[src/rtl/move_sched.sv]
// Move scheduler: collects button/gravity requests, issues them one at a time
// to the piece tracker and commits the tracker's frame when the move is legal.
module move_sched #(
  parameter int REPEAT_DLY = 8
) (
  input  logic                 clk,
  input  logic                 rst,
  input  logic                 play,
  input  logic                 btn_right,
  input  logic                 btn_left,
  input  logic                 btn_ror,
  input  logic                 btn_rol,
  input  logic                 drop_tick,
  input  logic                 load_frame,
  input  logic [4:0][4:0][2:0] frame_init,
  input  logic [4:0][4:0][2:0] trk_frame,
  input  logic                 trk_check,
  input  logic                 trk_complete,
  output logic [2:0]           move,
  output logic                 move_valid,
  output logic [4:0][4:0][2:0] frame_cur,
  output logic                 landed,
  output logic [7:0]           reject_cnt
);

  localparam logic [2:0] MV_DOWN  = 3'd4;
  localparam logic [7:0] REP_LAST = 8'(REPEAT_DLY);

  typedef enum logic [1:0] {IDLE, ISSUE, LOCKED} state_t;

  state_t     state_reg;
  logic [4:0] pending_reg;
  logic [3:0] btn_prev_reg;
  logic [3:0] btn_lvl;
  logic [3:0] btn_req;
  logic [4:0] req;
  logic [4:0] grant_oh;
  logic [2:0] grant_code;

  // Button bit index equals its move code, so req lines up with pending bits.
  assign btn_lvl = {btn_rol, btn_ror, btn_left, btn_right};
  assign req     = {drop_tick, btn_req};

  always_ff @(posedge clk) begin
    if (!rst) btn_prev_reg <= '0;
    else      btn_prev_reg <= btn_lvl;
  end

  genvar gi;
  generate
    for (gi = 0; gi < 4; gi++) begin : g_rep
      logic [7:0] cnt_reg;
      logic       edge_hit;
      logic       rep_hit;

      assign edge_hit = btn_lvl[gi] && !btn_prev_reg[gi];
      assign rep_hit  = btn_lvl[gi] && btn_prev_reg[gi] && (cnt_reg == REP_LAST);
      assign btn_req[gi] = edge_hit || rep_hit;

      // cnt_reg counts cycles since the last edge/repeat; zero means not armed.
      always_ff @(posedge clk) begin
        if (!rst || !play || !btn_lvl[gi]) cnt_reg <= '0;
        else if (edge_hit || rep_hit)      cnt_reg <= 8'd1;
        else if (cnt_reg != '0)            cnt_reg <= cnt_reg + 8'd1;
      end
    end
  endgenerate

  always_comb begin
    grant_oh   = '0;
    grant_code = 3'd0;
    if (pending_reg[4]) begin
      grant_oh   = 5'b10000;
      grant_code = 3'd4;
    end else if (pending_reg[2]) begin
      grant_oh   = 5'b00100;
      grant_code = 3'd2;
    end else if (pending_reg[3]) begin
      grant_oh   = 5'b01000;
      grant_code = 3'd3;
    end else if (pending_reg[1]) begin
      grant_oh   = 5'b00010;
      grant_code = 3'd1;
    end else if (pending_reg[0]) begin
      grant_oh   = 5'b00001;
      grant_code = 3'd0;
    end
  end

  always_ff @(posedge clk) begin
    if (!rst) begin
      state_reg   <= IDLE;
      pending_reg <= '0;
      move        <= 3'd0;
      move_valid  <= 1'b0;
      frame_cur   <= '0;
      landed      <= 1'b0;
      reject_cnt  <= '0;
    end else begin
      landed     <= 1'b0;
      move_valid <= 1'b0;
      case (state_reg)
        IDLE: begin
          if (!play) begin
            pending_reg <= '0;
            if (load_frame) frame_cur <= frame_init;
          end else if (load_frame) begin
            frame_cur   <= frame_init;
            pending_reg <= pending_reg | req;
          end else if (|pending_reg) begin
            // A fresh request for the granted move survives the clear.
            pending_reg <= (pending_reg & ~grant_oh) | req;
            move        <= grant_code;
            move_valid  <= 1'b1;
            state_reg   <= ISSUE;
          end else begin
            pending_reg <= pending_reg | req;
          end
        end
        ISSUE: begin
          if (!play) begin
            pending_reg <= '0;
            state_reg   <= IDLE;
          end else begin
            if (trk_check)                frame_cur  <= trk_frame;
            else if (reject_cnt != 8'hFF) reject_cnt <= reject_cnt + 8'd1;
            if (move == MV_DOWN && trk_complete) begin
              landed      <= 1'b1;
              pending_reg <= '0;
              state_reg   <= LOCKED;
            end else begin
              pending_reg <= pending_reg | req;
              state_reg   <= IDLE;
            end
          end
        end
        LOCKED: begin
          pending_reg <= '0;
          if (load_frame) begin
            frame_cur <= frame_init;
            state_reg <= IDLE;
          end else if (!play) begin
            state_reg <= IDLE;
          end
        end
        default: state_reg <= IDLE;
      endcase
    end
  end

endmodule

[config.mk]
export PLATFORM = sky130hd
export DESIGN_NAME = move_sched
export DESIGN_NICKNAME = d
export VERILOG_FILES = /design/src/rtl/move_sched.sv
export SDC_FILE = /design/constraint.sdc
export NUM_CORES = 1
export LEC_CHECK = 0
export ABC_CLOCK_PERIOD_IN_PS = 4200
export CAP_MARGIN = 15
export CORE_MARGIN = 2
export CORE_UTILIZATION = 30
export DETAILED_ROUTE_END_ITERATION = 7
export PLACE_DENSITY = 0.57
export SKIP_CTS_REPAIR_TIMING = 1
export SLEW_MARGIN = 20
export SYNTH_ARGS = -nofsm -noshare
export SYNTH_HDL_FRONTEND = slang
export SYNTH_SLANG_ARGS = --single-unit
[constraint.sdc]
create_clock -name clk -period 4.2 [get_ports clk]
set_clock_uncertainty 0.2 [all_clocks]
set_input_delay 0.63 -clock clk [delete_from_list [all_inputs] [get_ports clk]]
set_output_delay 0.63 -clock clk [all_outputs]
set_load 0.05 [all_outputs]
==> results of run 1 <==
power groups by stage:
stage / Combinational [mW] / Sequential (mW) / Clock (mW)
6_report: 1.06 / 1.41 / 1.63
5_1_grt: 1.12 / 1.42 / 1.71
2_1_floorplan: 0.305 / 1.77 / 0
4_1_cts: 1.07 / 1.41 / 1.66
3_5_place_dp: 1.06 / 1.43 / 0
3_3_place_gp: 1.06 / 1.43 / 0
per-stage QoR:
step           worst slack [ps]  total power, mW  hold WS, ps  instance area [µm²]
2_1_floorplan              2230             2.08          235                 6020
3_3_place_gp               1390             2.49          256                 8670
3_5_place_dp               1270             2.50          257                 8670
4_1_cts                    1660             4.14          268                 9310
5_1_grt                    1470             4.25          297                 9310
6_report                   1660             4.09          266                 9310
per-layer routing:
layer / share of wire, % / track usage (%) / vias up / wire length, µm
met5: 0 / 0 / - / 0
met4: 1.4 / 4.95 / 0 / 283
met3: 6.7 / 5.45 / 17 / 1320
met2: 47 / 30.0 / 202 / 9280
met1: 45 / 23.8 / 2814 / 8930
li1: - / - / 3039 / -
cell families after synthesis:
family,share of synthesized area [%]
AO/OA/AOI/OAI,21.9
XOR/XNOR,3.64
adder cells (fa/ha/maj),2.70
buffers and inverters,5.34
flip-flops,43.5
multiplexers,2.10
AND/OR/NAND/NOR,20.8
layout make-up:
type                            instances  area, µm²  area share (%)
Clock inverter                         13        209            2.24
Multi-Input combinational cell        522       3080            33.1
Sequential cell                       131       2620            28.2
Clock buffer                           19        433            4.65
Inverter                               15       56.3           0.605
Timing Repair Buffer                  259       2580            27.7
Tap cell                              265        332            3.56
synthesized netlist by cell type, types with 6 or more instances:
| master | count | share of area (%) |
|---|---|---|
| and3_1 | 8 | 0.83 |
| xor2_1 | 11 | 1.6 |
| clkbuf_1 | 33 | 2.1 |
| dfxtp_1 | 131 | 44 |
| a311oi_1 | 75 | 11 |
| a21oi_1 | 7 | 0.58 |
| mux2i_1 | 7 | 1.2 |
| xnor2_1 | 14 | 2.0 |
| and2_1 | 8 | 0.83 |
| buf_2 | 14 | 1.2 |
| o21ai_0 | 86 | 7.1 |
| ha_1 | 13 | 2.7 |
| nand3_1 | 17 | 1.4 |
| inv_1 | 15 | 0.93 |
| nor2_1 | 119 | 7.4 |
| nor3b_1 | 6 | 0.75 |
| nand4_1 | 7 | 0.73 |
| nand2_1 | 91 | 5.7 |
final timing paths:
| kind | end | slack, ps |
|---|---|---|
| hold / removal | g_rep[0].cnt_reg[0] | 270 |
| setup reg to reg | move[1] | 1710 |
| setup / recovery | reject_cnt[5] | 1660 |
| hold reg to reg | g_rep[0].cnt_reg[0] | 270 |
==> summary.txt, run 1 <==
Run status
  – Outcome: complete, no violations

CTS
  – TritonCTS Buffers: 17
  – Clock buffer depth: 2
  – Clock Latency Late Sink: 420 ps
  – # H-tree levels: 4
  – Clock sinks: 131
  – CTS tree: done
  – Clock transition at the registers of the reported paths: 60 ps
  – Clock root cell: clkbuf_16

Synthesis
  – Synthesized area: 6020 µm²
  – Mean Syn Cell Area: 8.34 µm²
  – Syn. warnings: 0
  – Post-synth EDFFs: 0
  – Register area share after synthesis: 43.5%
  – Distinct cells, synth: 47
  – Most used DFF post-synth: dfxtp_1
  – FF+latch count, synth: 131
  – Syn Inst Count: 722
  – Mapped Nets: 896
  – Post-synthesis async set-or-reset flop share: 0%

Floorplanning
  – IO Count: 249
  – # rows: 51
  – Die Y: 146 µm
  – Initial Util: 30.7%
  – Die X-Extent: 146 µm
  – Die ar.: 21,200 µm²
  – CORE AREA: 19,600 µm²

Drt
  – Iter 0 DRT Violations: 218
  – DRC: 0
  – Total wire length: 19,800 µm
  – Wire per inst: 16.2 µm
  – Post-route ant nets: 0
  – Drt via density: 4.96
  – Vias: 6,072
  – 1st-pass router iterations: 4

Critical path
  – Setup CP Type: register to output pin
  – RR Startpoint: state_reg[0]
  – Setup crit start kind: register
  – Reg2reg path depth: 6
  – Endpoint class of the critical path: output pin
  – Crit path arrival time: 1710 ps
  – Crit-path leading delay family: buffers and inverters
  – Critical path launch point: reject_cnt[5]
  – Total stage count of the critical path: 1
  – CP Cell Sequence: clkdlybuf4s50_1
  – Crit Path Max Fanout: 6
  – Max incr delay on CP: 850 ps
  – CP Buf/Inv Count: 1
  – Slowest CP cell: clkdlybuf4s50_1
  – Worst EP required: 3370 ps

Timing
  – Worst rel slew slack: 42.2%
  – Hold Fails Final Rpt: 0
  – Unrepaired setup endpoints after global routing: no
  – Final setup viols: 0
  – Setup TNS: 0 ps
  – Highest clock rate: 394 MHz
  – Tmin final: 2540 ps
  – Slew of the pin with the lowest slew margin: 867 ps
  – Final period util: 60.5%
  – Max-slew violations: 0

Pwr
  – Sw power: 1.26 mW
  – Part of the power in combinational logic: 25.8%
  – VDD IR max: 288 µV
  – Leakage Power: 3.25 nW
  – Sequential share of power: 34.4%
  – Sw Share: 30.9%
  – PD cells: 439 nW/µm²
  – Clock Power Share: 39.8%
  – Pint: 2.82 mW

Final layout
  – Most frequent cells in the layout: clkdlybuf4s50_1, dfxtp_1, nor2_1, nand2_1, o21ai_0
  – Number of flip-flops in the largest register: 75
  – Commonest non-fill, non-tap cell in the layout: clkdlybuf4s50_1
  – # diodes: 0
  – Area grow syn2layout: 54.6%
  – Final cell count without fillers: 1,224
  – Layout fillers: 1,928
  – Nets: 1,120
  – Final core occ: 47.5%
  – Share of cells above drive strength 1: 5.63%

Global routing
  – First-pass GRT wire length: 31,600 µm
  – Vias in the first global route: 5,660
  – Largest net degree at the start of global routing: 80
  – Total global routing track utilization: 18.4%
  – Grt ovf: 0
  – Initial antenna violation count: 0

Hold path
  – Hold Path Origin: btn_prev_reg[0]
  – Worst Hold Depth: 1
  – Worst hold path type: register to register

Placement
  – HPWL Detailed: 13,600 µm
  – Placed cell count: 1,192
  – GPL Wtd Cong: 0.769
  – Buffers on Ports: 248

Job
  – MaxCap Viol Count: 0
Note: power is estimated with default switching activity, not from simulation.
==> run 2, diff against run 1 <==
ABC_CLOCK_PERIOD_IN_PS = 2400   (was 4200)
clock period = 2.4 ns   (was 4.2 ns; I/O delays follow)
==> summary.txt, run 2 (synthesis gave the netlist of run 1 again) <==
Drt
  – Post-route ant nets: 0
  – Total wire length: 19,800 µm
  – Vias: 6,086
  – Wire per inst: 16.1 µm
  – Iter 0 DRT Violations: 386
  – DRC: 0
  – Drt via density: 4.94
  – 1st-pass router iterations: 4

Critical path
  – CP Buf/Inv Count: 1
  – Crit Path Max Fanout: 6
  – CP Cell Sequence: clkdlybuf4s50_1
  – Setup crit start kind: register
  – Worst EP required: 1840 ps
  – Setup CP Type: register to output pin
  – Crit-path leading delay family: buffers and inverters
  – Max incr delay on CP: 850 ps
  – Crit path arrival time: 1700 ps
  – Endpoint class of the critical path: output pin
  – Slowest CP cell: clkdlybuf4s50_1

Timing
  – Slew of the pin with the lowest slew margin: 593 ps
  – Max-slew violations: 0
  – Setup TNS: 0 ps
  – WHS: 265 ps
  – Final period util: 94.1%
  – Final setup viols: 0
  – Worst rel slew slack: 60.3%
  – Tmin final: 2260 ps
  – Highest clock rate: 443 MHz
  – Unrepaired setup endpoints after global routing: no
  – Hold Fails Final Rpt: 0

Global routing
  – Global routing usage on met3: 5.17%
  – GR Util met1: 24.0%
  – Total global routing track utilization: 18.5%
  – First-pass GRT wire length: 31,500 µm
  – Largest net degree at the start of global routing: 76
  – Met2 usage: 29.6%
  – Grt ovf: 0
  – GRT busiest layer: met2
  – Vias in the first global route: 5,645
  – Initial antenna violation count: 1

Pwr
  – Sw power: 2.17 mW
  – Sequential share of power: 36.0%
  – VDD IR max: 513 µV
  – Pint: 4.67 mW
  – Leakage Power: 3.29 nW
  – Sw Share: 31.7%
  – Clock Power Share: 36.1%
  – PD cells: 728 nW/µm²
  – Part of the power in combinational logic: 28.0%

Floorplanning
  – Initial Util: 30.7%
  – CORE AREA: 19,600 µm²
  – Die Y: 146 µm
  – Die X-Extent: 146 µm
  – IO Count: 249
  – # rows: 51
  – Die ar.: 21,200 µm²

CTS
  – Clock buffer depth: 2
  – TritonCTS Buffers: 17
  – Clock Latency Late Sink: 410 ps
  – Clock root cell: clkbuf_16
  – # H-tree levels: 4
  – Clock transition at the registers of the reported paths: 50 ps
  – CTS tree: done
  – Clock sinks: 131

Final layout
  – Commonest non-fill, non-tap cell in the layout: clkdlybuf4s50_1
  – Layout fillers: 1,923
  – Most frequent cells in the layout: clkdlybuf4s50_1, dfxtp_1, nor2_1, nand2_1, o21ai_0
  – Final Instance Area: 9400 µm²
  – Area of the multi-input gates: 3080 µm²
  – Nets: 1,127
  – Area grow syn2layout: 56.1%
  – Reg area: 2620 µm²
  – Share of cells above drive strength 1: 6.32%
  – Number of flip-flops in the largest register: 75

Placement
  – Buffers on Ports: 248
  – GPL Wtd Cong: 0.770
  – HPWL Detailed: 13,700 µm
  – Area after DPL: 8840 µm²

Run status
  – Outcome: complete, no violations

Job
  – MaxCap Viol Count: 0

Hold path
  – Worst hold path type: register to register
[run 2: cell types whose count changed in the layout (fill, tap and decap cells not counted), sizes merged]
cell / previous run / this run
clkinvlp: 3 / 4
clkinv: 5 / 4
clkbuf: 19 / 22
diode: 0 / 1
buf: 11 / 18
bufinv: 5 / 1
[run 2: final timing paths]
path / slack (ps) / end / start / cells past startpoint
setup / recovery: 140 / reject_cnt[5] / reject_cnt[5] / 1
hold / removal: 270 / g_rep[3].cnt_reg[0] / btn_prev_reg[3] / 1
hold reg to reg: 270 / g_rep[3].cnt_reg[0] / btn_prev_reg[3] / 1
setup reg to reg: 240 / frame_cur[27] / state_reg[1] / 8
[run 2: layout make-up]
| cell class | count | area share [%] |
|---|---|---|
| diodes | 1 | 0.0266 |
| clock inverters | 9 | 0.852 |
| well taps | 265 | 3.53 |
| multi-input cells | 522 | 32.8 |
| inverters | 15 | 0.599 |
| clock buffers | 22 | 5.15 |
| flip-flops and latches | 131 | 27.9 |
| repair buffers | 266 | 29.2 |
[run 2: power by group through the flow]
stage               logic, mW  registers [mW]  clock network, mW
detailed placement       1.92            2.51                  0
global route             2.03            2.49               2.65
global placement         1.91            2.51                  0
finish                   1.91            2.46               2.47
CTS                      1.93            2.46               2.55
floorplan               0.533            3.10                  0
[run 2: per-stage QoR]
stage	utilization, %	instances	power (mW)	worst slack, ps
2_1_floorplan	-	722	3.63	428
3_3_place_gp	45.1	1199	4.42	138
3_5_place_dp	45.1	1199	4.44	34.7
4_1_cts	48.0	1230	6.94	120
5_1_grt	48.0	1231	7.17	46.3
6_report	48.0	1231	6.84	142
[run 2: metal layers]
metal,vias to the layer above,share of wire (%)
met2,199,46
met1,2801,45
met4,0,2.7
met5,-,0
met3,34,6.1
li1,3052,-
==> run 3, diff against run 2 <==
RECOVER_POWER = 25   (was default)
==> summary.txt, run 3 (synthesis gave the netlist of run 1 again) <==
Hold path
  – Worst hold path type: register to register
  – Worst Hold Depth: 1
  – Hold Path Origin: btn_prev_reg[3]
  – Worst Hold End: g_rep[3].cnt_reg[0]

Drt
  – Post-route ant nets: 0
  – Total wire length: 19,800 µm
  – Drt via density: 4.94
  – Iter 0 DRT Violations: 344
  – 1st-pass router iterations: 4
  – DRC: 0
  – Vias: 6,081
  – Wire per inst: 16.1 µm

Placement
  – GPL Wtd Cong: 0.770
  – HPWL Detailed: 13,700 µm
  – Buffers on Ports: 248
  – Post-Place Setup Slack: 34.7 ps

Critical path
  – Crit Path Max Fanout: 6
  – Crit path arrival time: 1700 ps
  – Critical R2R Capture: frame_cur[27]
  – Reg2reg setup slack: 230 ps
  – Endpoint class of the critical path: output pin
  – Setup CP Type: register to output pin
  – Crit-path leading delay family: buffers and inverters
  – CP Buf/Inv Count: 1
  – Reg2reg path depth: 8
  – Setup crit start kind: register
  – CP Cell Sequence: clkdlybuf4s50_1
  – Slowest CP cell: clkdlybuf4s50_1
  – Worst EP required: 1840 ps
  – Max incr delay on CP: 850 ps
  – RR Startpoint: state_reg[1]

Timing
  – Setup TNS: 0 ps
  – Highest clock rate: 442 MHz
  – Hold Fails Final Rpt: 0
  – Worst rel slew slack: 58.5%
  – Final setup viols: 0
  – WHS: 266 ps
  – Final Worst Setup Slack: 138 ps
  – Max-slew violations: 0
  – Slew of the pin with the lowest slew margin: 623 ps
  – Unrepaired setup endpoints after global routing: no
  – Final period util: 94.2%
  – Tmin final: 2260 ps

Pwr
  – VDD IR max: 512 µV
  – PD cells: 729 nW/µm²
  – Pint: 4.67 mW
  – Part of the power in combinational logic: 27.9%
  – Sw Share: 31.8%
  – Sw power: 2.17 mW
  – Leakage Power: 3.27 nW
  – Clock Power Share: 36.1%
  – Sequential share of power: 36.0%
  – Total power: 6.84 mW

Final layout
  – Layout fillers: 1,929
  – Nets: 1,127
  – Share of cells above drive strength 1: 5.80%
  – Most frequent cells in the layout: clkdlybuf4s50_1, dfxtp_1, nor2_1, nand2_1, o21ai_0
  – Area grow syn2layout: 55.7%
  – Reg area: 2620 µm²
  – Commonest non-fill, non-tap cell in the layout: clkdlybuf4s50_1
  – Number of flip-flops in the largest register: 75
  – Area of the multi-input gates: 3080 µm²

Global routing
  – Grt ovf: 0
  – Total global routing track utilization: 18.5%
  – First-pass GRT wire length: 31,500 µm
  – Largest net degree at the start of global routing: 76
  – Vias in the first global route: 5,645
  – Initial antenna violation count: 1

Floorplanning
  – Die Y: 146 µm
  – Die ar.: 21,200 µm²
  – CORE AREA: 19,600 µm²
  – # rows: 51
  – Initial Util: 30.7%
  – IO Count: 249
  – Die X-Extent: 146 µm

CTS
  – TritonCTS Buffers: 17
  – Clock buffer depth: 2
  – Clock root cell: clkbuf_16
  – Clock transition at the registers of the reported paths: 50 ps
  – CTS tree: done
  – # H-tree levels: 4
  – Clock Latency Late Sink: 410 ps
  – Clock sinks: 131

Run status
  – Outcome: complete, no violations

Job
  – MaxCap Viol Count: 0
run 3: worst reg2reg max path, delay by kind of cell, from the launching register on:
family / cells / cell delay (ps)
fa+ha+maj: 1 / 260
compound gates: 3 / 680
flops: 1 / 380
buf+inv: 3 / 500
simple gates: 1 / 60
run 3: per-stage QoR:
step | std cells | util [%] | cell area [µm²]
2_1_floorplan | 722 | - | 6020
3_3_place_gp | 1199 | 45.1 | 8840
3_5_place_dp | 1199 | 45.1 | 8840
4_1_cts | 1230 | 48.0 | 9400
5_1_grt | 1231 | 47.9 | 9380
6_report | 1231 | 47.9 | 9380
run 3: cell type report:
type,instances,share of cell area [%]
Timing Repair Buffer,266,29.0
Antenna cell,1,0.0267
Sequential cell,131,28.0
Inverter,15,0.600
Tap cell,265,3.53
Clock inverter,9,0.854
Clock buffer,22,5.16
Multi-Input combinational cell,522,32.9
run 3: per-layer routing:
| layer | wire [µm] | vias up | track usage (%) | share of wire (%) |
|---|---|---|---|---|
| met2 | 9150 | 201 | 29.6 | 46 |
| met1 | 8970 | 2800 | 24.0 | 45 |
| met4 | 512 | 0 | 6.42 | 2.6 |
| li1 | - | 3052 | - | - |
| met3 | 1200 | 28 | 5.17 | 6.1 |
| met5 | 0 | - | 0 | 0 |
run 3: how the worst max path moves through the flow:
| stage | from | end | depth (start not counted) |
|---|---|---|---|
| final | reject_cnt[5] | reject_cnt[5] | 1 |
| after floorplan | reject_cnt[0] | reject_cnt[4] | 5 |
| after global routing | state_reg[1] | frame_cur[27] | 8 |
| after global placement | play | state_reg[1] | 5 |
| after CTS | reject_cnt[5] | reject_cnt[5] | 1 |
| after detailed placement | play | frame_cur[27] | 7 |
run 3: power by group through the flow:
stage | Sequential [mW] | Combinational, mW | Clock (mW)
3_3_place_gp | 2.51 | 1.91 | 0
2_1_floorplan | 3.10 | 0.533 | 0
5_1_grt | 2.49 | 2.03 | 2.65
6_report | 2.46 | 1.91 | 2.47
3_5_place_dp | 2.51 | 1.92 | 0
4_1_cts | 2.46 | 1.93 | 2.55
